===== src/rtl/dmem_arbiter.sv =====
// Two-requester arbiter in front of the dual-port data RAM (one write port,
// one synchronous read port). Read and write channels are arbitrated
// independently with two-way round-robin. Also handles the 1-cycle read
// latency, same-cycle write-to-read bypass and out-of-range rejection.
module dmem_arbiter #(
    parameter int unsigned AW       = 24,
    parameter int unsigned DW       = 24,
    parameter int unsigned MEM_SIZE = 2048
) (
    input  logic          clk,
    input  logic          rst,
    // port 0 (processor)
    input  logic          p0_rreq,
    input  logic [AW-1:0] p0_raddr,
    output logic          p0_rgnt,
    output logic          p0_rvalid,
    output logic [DW-1:0] p0_rdata,
    input  logic          p0_wreq,
    input  logic [AW-1:0] p0_waddr,
    input  logic [DW-1:0] p0_wdata,
    output logic          p0_wgnt,
    // port 1 (debug/DMA loader)
    input  logic          p1_rreq,
    input  logic [AW-1:0] p1_raddr,
    output logic          p1_rgnt,
    output logic          p1_rvalid,
    output logic [DW-1:0] p1_rdata,
    input  logic          p1_wreq,
    input  logic [AW-1:0] p1_waddr,
    input  logic [DW-1:0] p1_wdata,
    output logic          p1_wgnt,
    // dpdmem side
    output logic [AW-1:0] m_raddr,
    input  logic [DW-1:0] m_rdata,
    output logic [AW-1:0] m_waddr,
    output logic [DW-1:0] m_wdata,
    output logic          m_wen,
    output logic          err
);

    // Pointer value is the preferred port on contention (0 = port 0).
    logic          rd_pref_q, wr_pref_q;
    logic          rd_sel, wr_sel;
    logic          rd_any, wr_any;
    logic          r_inrange, w_inrange, bypass;
    // Read pipeline: one in-flight read, tagged with port, range and bypass.
    logic          rv_q, rport_q, rinr_q, rbyp_q;
    logic [DW-1:0] byp_data_q;
    logic [DW-1:0] p0_hold_q, p1_hold_q;
    logic [DW-1:0] rd_cur;
    logic          err_q;

    // Read channel grant: a lone requester wins, otherwise the pointer decides.
    always_comb begin
        rd_sel = 1'b0;
        if (p0_rreq && p1_rreq) begin
            rd_sel = rd_pref_q;
        end else if (p1_rreq) begin
            rd_sel = 1'b1;
        end
        rd_any    = rst && (p0_rreq || p1_rreq);
        p0_rgnt   = rd_any && !rd_sel;
        p1_rgnt   = rd_any && rd_sel;
        m_raddr   = rd_sel ? p1_raddr : p0_raddr;
        r_inrange = (m_raddr < AW'(MEM_SIZE));
    end

    // Write channel grant and dpdmem write drive; out-of-range writes are
    // granted but never reach the RAM.
    always_comb begin
        wr_sel = 1'b0;
        if (p0_wreq && p1_wreq) begin
            wr_sel = wr_pref_q;
        end else if (p1_wreq) begin
            wr_sel = 1'b1;
        end
        wr_any    = rst && (p0_wreq || p1_wreq);
        p0_wgnt   = wr_any && !wr_sel;
        p1_wgnt   = wr_any && wr_sel;
        m_waddr   = wr_sel ? p1_waddr : p0_waddr;
        m_wdata   = wr_sel ? p1_wdata : p0_wdata;
        w_inrange = (m_waddr < AW'(MEM_SIZE));
        m_wen     = wr_any && w_inrange;
        // RAM reads old data on a same-address collision, so forward wdata.
        bypass    = rd_any && r_inrange && m_wen && (m_raddr == m_waddr);
    end

    // Round-robin pointers move only on a grant, away from the granted port.
    always_ff @(posedge clk or negedge rst) begin
        if (!rst) begin
            rd_pref_q <= 1'b0;
            wr_pref_q <= 1'b0;
        end else begin
            if (rd_any) rd_pref_q <= !rd_sel;
            if (wr_any) wr_pref_q <= !wr_sel;
        end
    end

    // Read return path: tag the granted read, hold last data per port, flag errors.
    always_ff @(posedge clk or negedge rst) begin
        if (!rst) begin
            rv_q       <= 1'b0;
            rport_q    <= 1'b0;
            rinr_q     <= 1'b0;
            rbyp_q     <= 1'b0;
            byp_data_q <= '0;
            p0_hold_q  <= '0;
            p1_hold_q  <= '0;
            err_q      <= 1'b0;
        end else begin
            rv_q    <= rd_any;
            rport_q <= rd_sel;
            rinr_q  <= r_inrange;
            rbyp_q  <= bypass;
            if (bypass) byp_data_q <= m_wdata;
            if (p0_rvalid) p0_hold_q <= rd_cur;
            if (p1_rvalid) p1_hold_q <= rd_cur;
            // One pulse even if both channels are out of range together.
            err_q <= (rd_any && !r_inrange) || (wr_any && !w_inrange);
        end
    end

    // Steer returning data to the port that owns the in-flight read.
    always_comb begin
        if (!rinr_q) begin
            rd_cur = '0;
        end else if (rbyp_q) begin
            rd_cur = byp_data_q;
        end else begin
            rd_cur = m_rdata;
        end
        p0_rvalid = rv_q && !rport_q;
        p1_rvalid = rv_q && rport_q;
        p0_rdata  = p0_rvalid ? rd_cur : p0_hold_q;
        p1_rdata  = p1_rvalid ? rd_cur : p1_hold_q;
        err       = err_q;
    end

endmodule


===== config.mk =====
export PLATFORM = sky130hd
export DESIGN_NAME = dmem_arbiter
export DESIGN_NICKNAME = d
export VERILOG_FILES = /design/src/rtl/dmem_arbiter.sv
export SDC_FILE = /design/constraint.sdc
export NUM_CORES = 1
export LEC_CHECK = 0
export CELL_PAD_IN_SITES_DETAIL_PLACEMENT = 1
export CELL_PAD_IN_SITES_GLOBAL_PLACEMENT = 1
export CORE_MARGIN = 2
export CORE_UTILIZATION = 28
export DETAILED_ROUTE_END_ITERATION = 10
export PLACE_DENSITY_LB_ADDON = 0.05
export SETUP_SLACK_MARGIN = 0.02
export SYNTH_ARGS = -nofsm -noshare
export SYNTH_HDL_FRONTEND = slang
export SYNTH_SLANG_ARGS = --single-unit

===== constraint.sdc =====
create_clock -name clk -period 3.91 [get_ports clk]
set_input_delay 0.5865 -clock clk [delete_from_list [all_inputs] [get_ports clk]]
set_output_delay 0.5865 -clock clk [all_outputs]
set_load 0.05 [all_outputs]

Word-level counts from Yosys, hierarchy flattened
Index checks and enable logic that the tools add are counted.
Word-level totals
  register bits after elaboration: 79
  output and inout port bits: 128
Cells by class
  $lt $le $gt $ge: 2
  eq/ne operators: 1
  muxes and demuxes: 11
  reductions and logical operators: 24
Operators with widths (number)
  $mux 24: 7
  $lt 24x12->1 const B: 2
  $eq 24x24->1: 1
  $logic_and 1x1->1: 16
  $logic_not 1->1: 5
  $mux 1: 4
  $logic_or 1x1->1: 3

Logic depth before layout (Yosys ltp)
Gate-level depths: netlist (run 1).
  depth in word-level cells: 7
  mapped depth: 10
  depth with buffers taken out: 8

Worst setup path before layout (run 1)
OpenSTA, ideal clock, no wires.
  path kind: input to register
  start point: input port p1_waddr[11]
  end point: register byp_data_q[10]
  arrival time: 2.876 ns
  data required time: 3.785 ns
  path slack: 0.909 ns
  stages: 7
  path through: or4_4 > o31ai_4 > nand3_1 > or4b_4 > nor4_4 > buf_8 > mux2_4
On the way
  cells in the longest elaborated chain, start to end: 5
  elaborated cells between the ends (all ways): 6
  classes of those cells: order compare (1); eq/ne (1); mux (1); reduce/logical (3)
Ends and longest elaborated chain
  start, declared: line 29  | input logic [AW-1:0] p1_waddr,
  $mux 24 *: line 80  | m_waddr = wr_sel ? p1_waddr : p0_waddr;
  $lt 24x12->1: line 82  | w_inrange = (m_waddr < AW'(MEM_SIZE));
  $logic_and 1x1->1: line 83  | m_wen = wr_any && w_inrange;
  $logic_and 1x1->1: line 85  | bypass = rd_any && r_inrange && m_wen && (m_raddr == m_waddr);
  $logic_and 1x1->1 *: line 85
  end signal, assigned: line 115  | if (bypass) byp_data_q <= m_wdata;
  end, declared: line 48  | logic [DW-1:0] byp_data_q;
Mark *: on every way between the ends. The rest lies on a longest branch, timed or not.
A chain may end at the register's enable or synchronous reset.

Worst setup path in the final report (run 1)
  start point: input port p0_wreq
  end point: register byp_data_q[22]
On the way
  cells in the longest elaborated chain, start to end: 7
  elaborated cells between the ends (all ways): 11
  classes of those cells: order compare (1); eq/ne (1); mux (3); reduce/logical (6)
Ends and longest elaborated chain
  start, declared: line 18  | input logic p0_wreq,
  $logic_and 1x1->1: line 72  | if (p0_wreq && p1_wreq) begin
  $mux 1: line 72
  $mux 24: line 80
  $lt 24x12->1: line 82
  $logic_and 1x1->1: line 83
  $logic_and 1x1->1 (2 in a row): line 85
Several ways; a longest one is shown, not always the timed one.

==> impl_metrics.tcl, run 1 <==
set metrics [dict create \
    ys_seq_elements 79 \
    cts_tree "done" \
    fmax_mhz 270.8 \
    min_period_over_period_pct 94.45 \
    antenna_found_initial 0 \
    coreArea_um2 18710 \
    worst_pin_slew_ns 1.034 \
    synth-edff-count 0 \
    n_fill_cell 2069 \
    arrival_ns 3.91 \
    hold_class "primary input to async pin" \
    rows 50 \
    rsz0062_at_grt "false" \
    p_leak_nw 3.946 \
    finClkSkew_ns 0.01016 \
    drive_gt1_share_pct 25.23 \
    crit_type "primary input to flop" \
    path_cells "clkdlybuf4s50_1 > nand2b_4 > and3_4 > o211a_1 > nor4b_1 > nand4_1 > nor4_4 > buf_12 > mux2_2" \
    max-slew-margin-rel_pct 31.09 \
    layout.cells.non_filler 1106 \
    grt_pass1_wl_um 35230 \
    mostFrequentLayoutCells "clkdlybuf4s50_1 (223), nand2_1 (100), dfrtp_1 (79)" \
    ant_nets 0 \
    worst-endpoint-required_ns 4.13 \
    die_x_um 142.0 \
    syn_inst 577 \
    portBuffers 301 \
    place.gp.congestion 0.9098 \
    cts.path.max_buffers 2 \
    cts.sinks 79 \
    synth_area_per_cell_um2 9.238 \
    die_h_um 142.0 \
    track_usage_pct 22.54 \
    worst_path_max_delay_cell "clkdlybuf4s50_1" \
    antenna_cells 0 \
    drc 0 \
    ys_warn_count 0 \
    start_kind "primary input" \
    path_clk_slew_ns 0.06 \
    multi_input_area_um2 3123 \
    die-area_um2 20160 \
    end_kind "flop" \
    clock_tree.root_cell "clkbuf_16" \
    drv_cap 0 \
    drt-total-wl_um 23000 \
    finalSetupViolCount 0 \
    nets 1041 \
    dr.first_iter.drc_count 185 \
    dp_cells 1090 \
    vias_per_cell 5.206 \
    ys_async_sr_fraction_pct 100.0 \
    slew_violations 0 \
    r2r_slack_ns 0.60 \
    cts-buffers-inserted 9 \
    synthTopCellsByArea "dfrtp_1 (37%), mux2_2 (11%), nand2_1 (7.0%)" \
    syn_area_um2 5330 \
    worst_slack_ns 0.2169 \
    first_global_vias 6320 \
    grt_overflow_total 0 \
    dr.pass1.iters 4 \
    placed_area_um2 8762 \
    holdWs_ns 0.06838 \
    clkLatencyLatePin_ns 0.34 \
    area_growth_pct 70.26 \
    synth_top_area_share_pct 37.09 \
    layout_min_cycle_time_ns 3.693 \
    ys.flop_type "dfrtp_1" \
    dpl.hpwl_um 18440 \
    netlist-cell-type-count 52 \
    regArea_um2 1977 \
    htree_levels 3 \
    pre_cts_ws_ns -0.2734 \
    hold_violations 0 \
    status "finished, final reports clean" \
    cp_num_buf_inv 2 \
    critPathTopFamily "simple AND/OR/NAND/NOR gates" \
    ys_seq_area_share_pct 37.09 \
    layout_commonest_cell "clkdlybuf4s50_1" \
    syn-num-nets 751 \
    io_pins 302 \
    wire_per_inst_um 20.80 \
    power_density_nw_per_um2 312.3 \
    initial_core_util_pct 28.49 \
    worst_ir_drop_vdd_v 0.0001971 \
    crit_fanout 41 \
    fin_area_um2 9075 \
    synth_top_cell_by_area "dfrtp_1" \
    grt_max_degree 77 \
    critical_path.max_stage_delay_ns 0.61 \
    route.vias.total 5758 \
]
-- state kept, by name, summed over array words and instances, names as in the netlist --
name        cells
rinr_q          1
err             1
rbyp_q          1
rport_q         1
p0_hold_q      24
wr_pref_q       1
byp_data_q     24
rv_q            1
rd_pref_q       1
p1_hold_q      24
-- kinds of logic (layout without fill, tap and decap cells) --
group	after synthesis	in the layout	share of synthesized area [%]
DFF	79	79	37.09
buffers and inverters	48	343	4.390
xor gates and xnor gates	2	2	0.3287
muxes	76	76	17.63
AOI/OAI and AO/OA	145	145	17.70
and+or+nand+nor	227	227	22.86
-- worst register-to-register path, delay by kind of cell, from the launching register on --
family | cells | cell delay (ns)
AOI/OAI and AO/OA | 1 | 0.22
buffers and inverters | 1 | 0.25
DFF | 1 | 0.42
muxes | 1 | 0.37
and+or+nand+nor | 5 | 1.94
-- metal layers --
| layer | share of wire (%) | GRT usage, % |
|---|---|---|
| met5 | 0 | 0 |
| met3 | 6.0 | 4.509 |
| met1 | 40 | 26.38 |
| met4 | 2.7 | 8.000 |
| met2 | 51 | 40.90 |
-- stage by stage --
stage | setup TNS [ns] | utilization, % | power, mW
floorplan | 0 | - | 1.450
global placement | -4.779 | 46.84 | 1.968
detailed placement | -5.676 | 46.84 | 1.977
CTS | 0 | 48.51 | 2.865
global route | 0 | 48.52 | 2.949
finish | 0 | 48.52 | 2.834
-- cells in the mapped netlist (11+ instances only) --
master    number
mux2_4        20
dfrtp_1       79
clkbuf_1      16
nand2_1      100
nand3_1       24
and3_1        21
o21ai_0       67
or2_2         21
nor4b_1       11
a21boi_0      17
o211ai_1      11
a211oi_1      22
mux2_2        53
o211a_1       11
-- area by class of cell --
type                       count  share of cell area (%)
timing repair buffer         315                   36.62
multi-input combinational    450                   34.41
sequential                    79                   21.78
tap                          234                   3.226
clock buffer                  10                   2.633
clock inverter                 6                  0.7997
inverter                      12                  0.5239
-- what timing repair did --
item,in CTS,in global routing
setup endpoints to repair,0,24
hold endpoints to repair,0,0
setup buffers,0,0
gates resized for setup,0,1
hold buffers,0,0
-- path summary, 6_finish.rpt --
| path | startpoint | endpoint | cells after the start |
|---|---|---|---|
| max in group asynchronous | rst | p1_hold_q[23] | 2 |
| worst min register to register | p0_hold_q[22] | p0_hold_q[22] | 2 |
| worst min-delay path | rst | rport_q | 1 |
| worst max-delay path | p0_wreq | byp_data_q[22] | 9 |
| worst max register to register | wr_pref_q | byp_data_q[22] | 8 |
| min in group clk | p0_hold_q[22] | p0_hold_q[22] | 2 |
-- where the power goes --
part           total [mW]  switching, mW  internal, mW
clock               0.875          0.354         0.521
sequential          0.828        0.00503         0.823
combinational        1.13          0.649         0.482
total                2.83           1.01          1.83
No activity file was read; power rests on OpenSTA's default activity.
==> run 2: changes to the inputs <==
ABC_AREA = 1   (was default)
CORE_UTILIZATION = 26   (was 28)
==> run 2 against run 1 <==
Non-clock buffer count is 2 higher. Die area increased by 13%. Critical path type is now primary input to output port. Register-to-register slack gained 0.49 ns. Sequential share of layout area shrank 1.3 points. Via count rose by 13%. Highest routed layer unchanged. Combinational power grew 12%. Synthesized area rose by 5.4%. Routed wire length rose by 4.9%.
==> impl_metrics.tcl, run 2 <==
set metrics [dict create \
    reg_top3 "byp_data_q: 24 flops, p0_hold_q: 24 flops, p1_hold_q: 24 flops" \
    place.gp.congestion 0.8428 \
    rsz0062_at_grt "false" \
    p_leak_nw 4.706 \
    synth-edff-count 0 \
    synth_top_cell_by_area "dfrtp_1" \
    io_pins 302 \
    coreArea_um2 21090 \
    min_period_over_period_pct 89.37 \
    power.total_mw 2.949 \
    worst_ir_drop_vdd_v 0.0001813 \
    syn-num-nets 1037 \
    cts_setup_buffers 0 \
    antenna_cells 0 \
    vias_per_cell 4.566 \
    crit_type "primary input to output port" \
    die_x_um 151.0 \
    start_kind "primary input" \
    hold_violations 0 \
    ys_seq_area_share_pct 35.18 \
    nets 1316 \
    worst-endpoint-required_ns 3.32 \
    wire_per_inst_um 16.96 \
    cts_tree "done" \
    syn_area_um2 5619 \
    fin_setup_tns_ns 0 \
    initial_core_util_pct 26.65 \
    power_density_nw_per_um2 305.5 \
    dr.pass1.iters 6 \
    ys.flop_type "dfrtp_1" \
    drive_gt1_share_pct 11.33 \
    layout_commonest_cell "nand2_1" \
    drc 0 \
    cts.sinks 79 \
    htree_levels 3 \
    drv_cap 0 \
    track_usage_pct 20.88 \
    first_global_vias 6666 \
    yosysMostFrequentCell "nand2_1" \
    status "finished, final reports clean" \
    fin_util_pct 45.78 \
    synthTopCellsByCount "nand2_1 (412), o21ai_0 (92), dfrtp_1 (79)" \
    syn_inst 863 \
    arrival_ns 2.91 \
    netlist-cell-type-count 32 \
    hold_buffers 0 \
    portBuffers 301 \
    antenna_found_initial 0 \
    grt_overflow_total 0 \
    layout_min_cycle_time_ns 3.494 \
    finalSetupViolCount 0 \
    synthTopCellsByArea "dfrtp_1 (35%), nand2_1 (28%), o21ai_0 (8.2%)" \
    cts.path.max_buffers 2 \
    synth_area_per_cell_um2 6.511 \
    ys_warn_count 0 \
    die_h_um 151.0 \
    ant_nets 0 \
    worst_pin_slew_ns 0.8099 \
    ys_async_sr_fraction_pct 100.0 \
    synth_top_area_share_pct 35.18 \
    cts_resized 0 \
    mostFrequentLayoutCells "nand2_1 (412), clkdlybuf4s50_1 (226), o21ai_0 (92)" \
    layout.cells.non_filler 1422 \
    clock_tree.root_cell "clkbuf_16" \
    holdWs_ns 0.3382 \
    hold_class "primary input to async pin" \
    max-slew-margin-rel_pct 46.01 \
    finClkSkew_ns 0.007321 \
    end_kind "output port" \
    dpl.hpwl_um 20030 \
    route.vias.total 6493 \
    cts-buffers-inserted 9 \
    dr.first_iter.drc_count 160 \
    grt_pass1_wl_um 36670 \
    die-area_um2 22800 \
    rows 53 \
    area_growth_pct 71.79 \
    ys_seq_elements 79 \
    crit_fanout 73 \
    grt_max_degree 74 \
    slew_violations 0 \
    fmax_mhz 286.2 \
    dp_cells 1406 \
    clkLatencyLatePin_ns 0.33 \
    path_clk_slew_ns 0.06 \
    drt-total-wl_um 24120 \
]
-- run 2: cell count changes in the layout (fill, tap and decap cells not counted), sizes merged, moves of 21 or more --
cell | previous run | this run
nand2 | 102 | 423
mux2 | 73 | 0
inv | 16 | 60
nor2 | 8 | 35
o21ai | 72 | 97
and3 | 24 | 0
nand4 | 5 | 28
o21a | 1 | 24
a211oi | 22 | 0
nand3 | 24 | 45
or2 | 21 | 0
-- run 2: critical path, cell delays in order --
cell             delay, ns
clkdlybuf4s50_1       0.51
nand2_4               0.21
nand2_8               0.29
nand2_1               0.15
nand2_1               0.15
nor2_1                0.13
nand2_1               0.07
nor2_1                0.25
nand3_2               0.16
inv_1                 0.12
buf_4                 0.21
-- run 2: area by class of cell --
type / instances / area, µm²
well taps: 275 / 344.1
clock buffers: 10 / 239.0
inverters: 59 / 221.5
fillers: 2598 / 11430
repair buffers: 317 / 3709
flip-flops and latches: 79 / 1977
clock inverters: 6 / 68.82
multi-input cells: 676 / 3094
-- run 2: where the power goes --
group / internal [mW] / leakage [nW] / switching, mW
registers: 0.823 / 1.09 / 0.00262
clock network: 0.514 / 0.137 / 0.347
logic: 0.531 / 3.47 / 0.731
total: 1.87 / 4.71 / 1.08
-- run 2: final timing paths --
check	startpoint	endpoint	slack, ns	depth (start not counted)
max in group asynchronous	rst	p1_hold_q[4]	2.54	3
min in group clk	byp_data_q[4]	byp_data_q[4]	0.47	2
min	rst	wr_pref_q	0.34	2
max	p0_wreq	m_wen	0.42	11
min reg2reg	byp_data_q[4]	byp_data_q[4]	0.47	2
max reg2reg	wr_pref_q	byp_data_q[3]	1.09	13
-- run 2: cell families after synthesis --
logic type      count (synthesis)  share of synthesized area, %
flops                          79                         35.18
compound gates                126                         12.98
simple gates                  548                         41.77
xor+xnor                        2                        0.3118
buf+inv                       108                         9.753
-- run 2: per-stage QoR --
step,cell area (µm²),setup slack (ns)
after floorplan,5619,0.7432
after global placement,9345,0.3358
after detailed placement,9345,0.3118
after CTS,9653,0.4175
after global routing,9653,0.2247
final,9653,0.4158
-- run 2: metal layers --
layer  wire [µm]  vias to the layer above  track usage [%]
met1       10050                     2986            24.98
met5           0                        -                0
li1            -                     3324                -
met3        1377                       19            4.789
met4         326                        0            4.626
met2       12370                      164            38.02
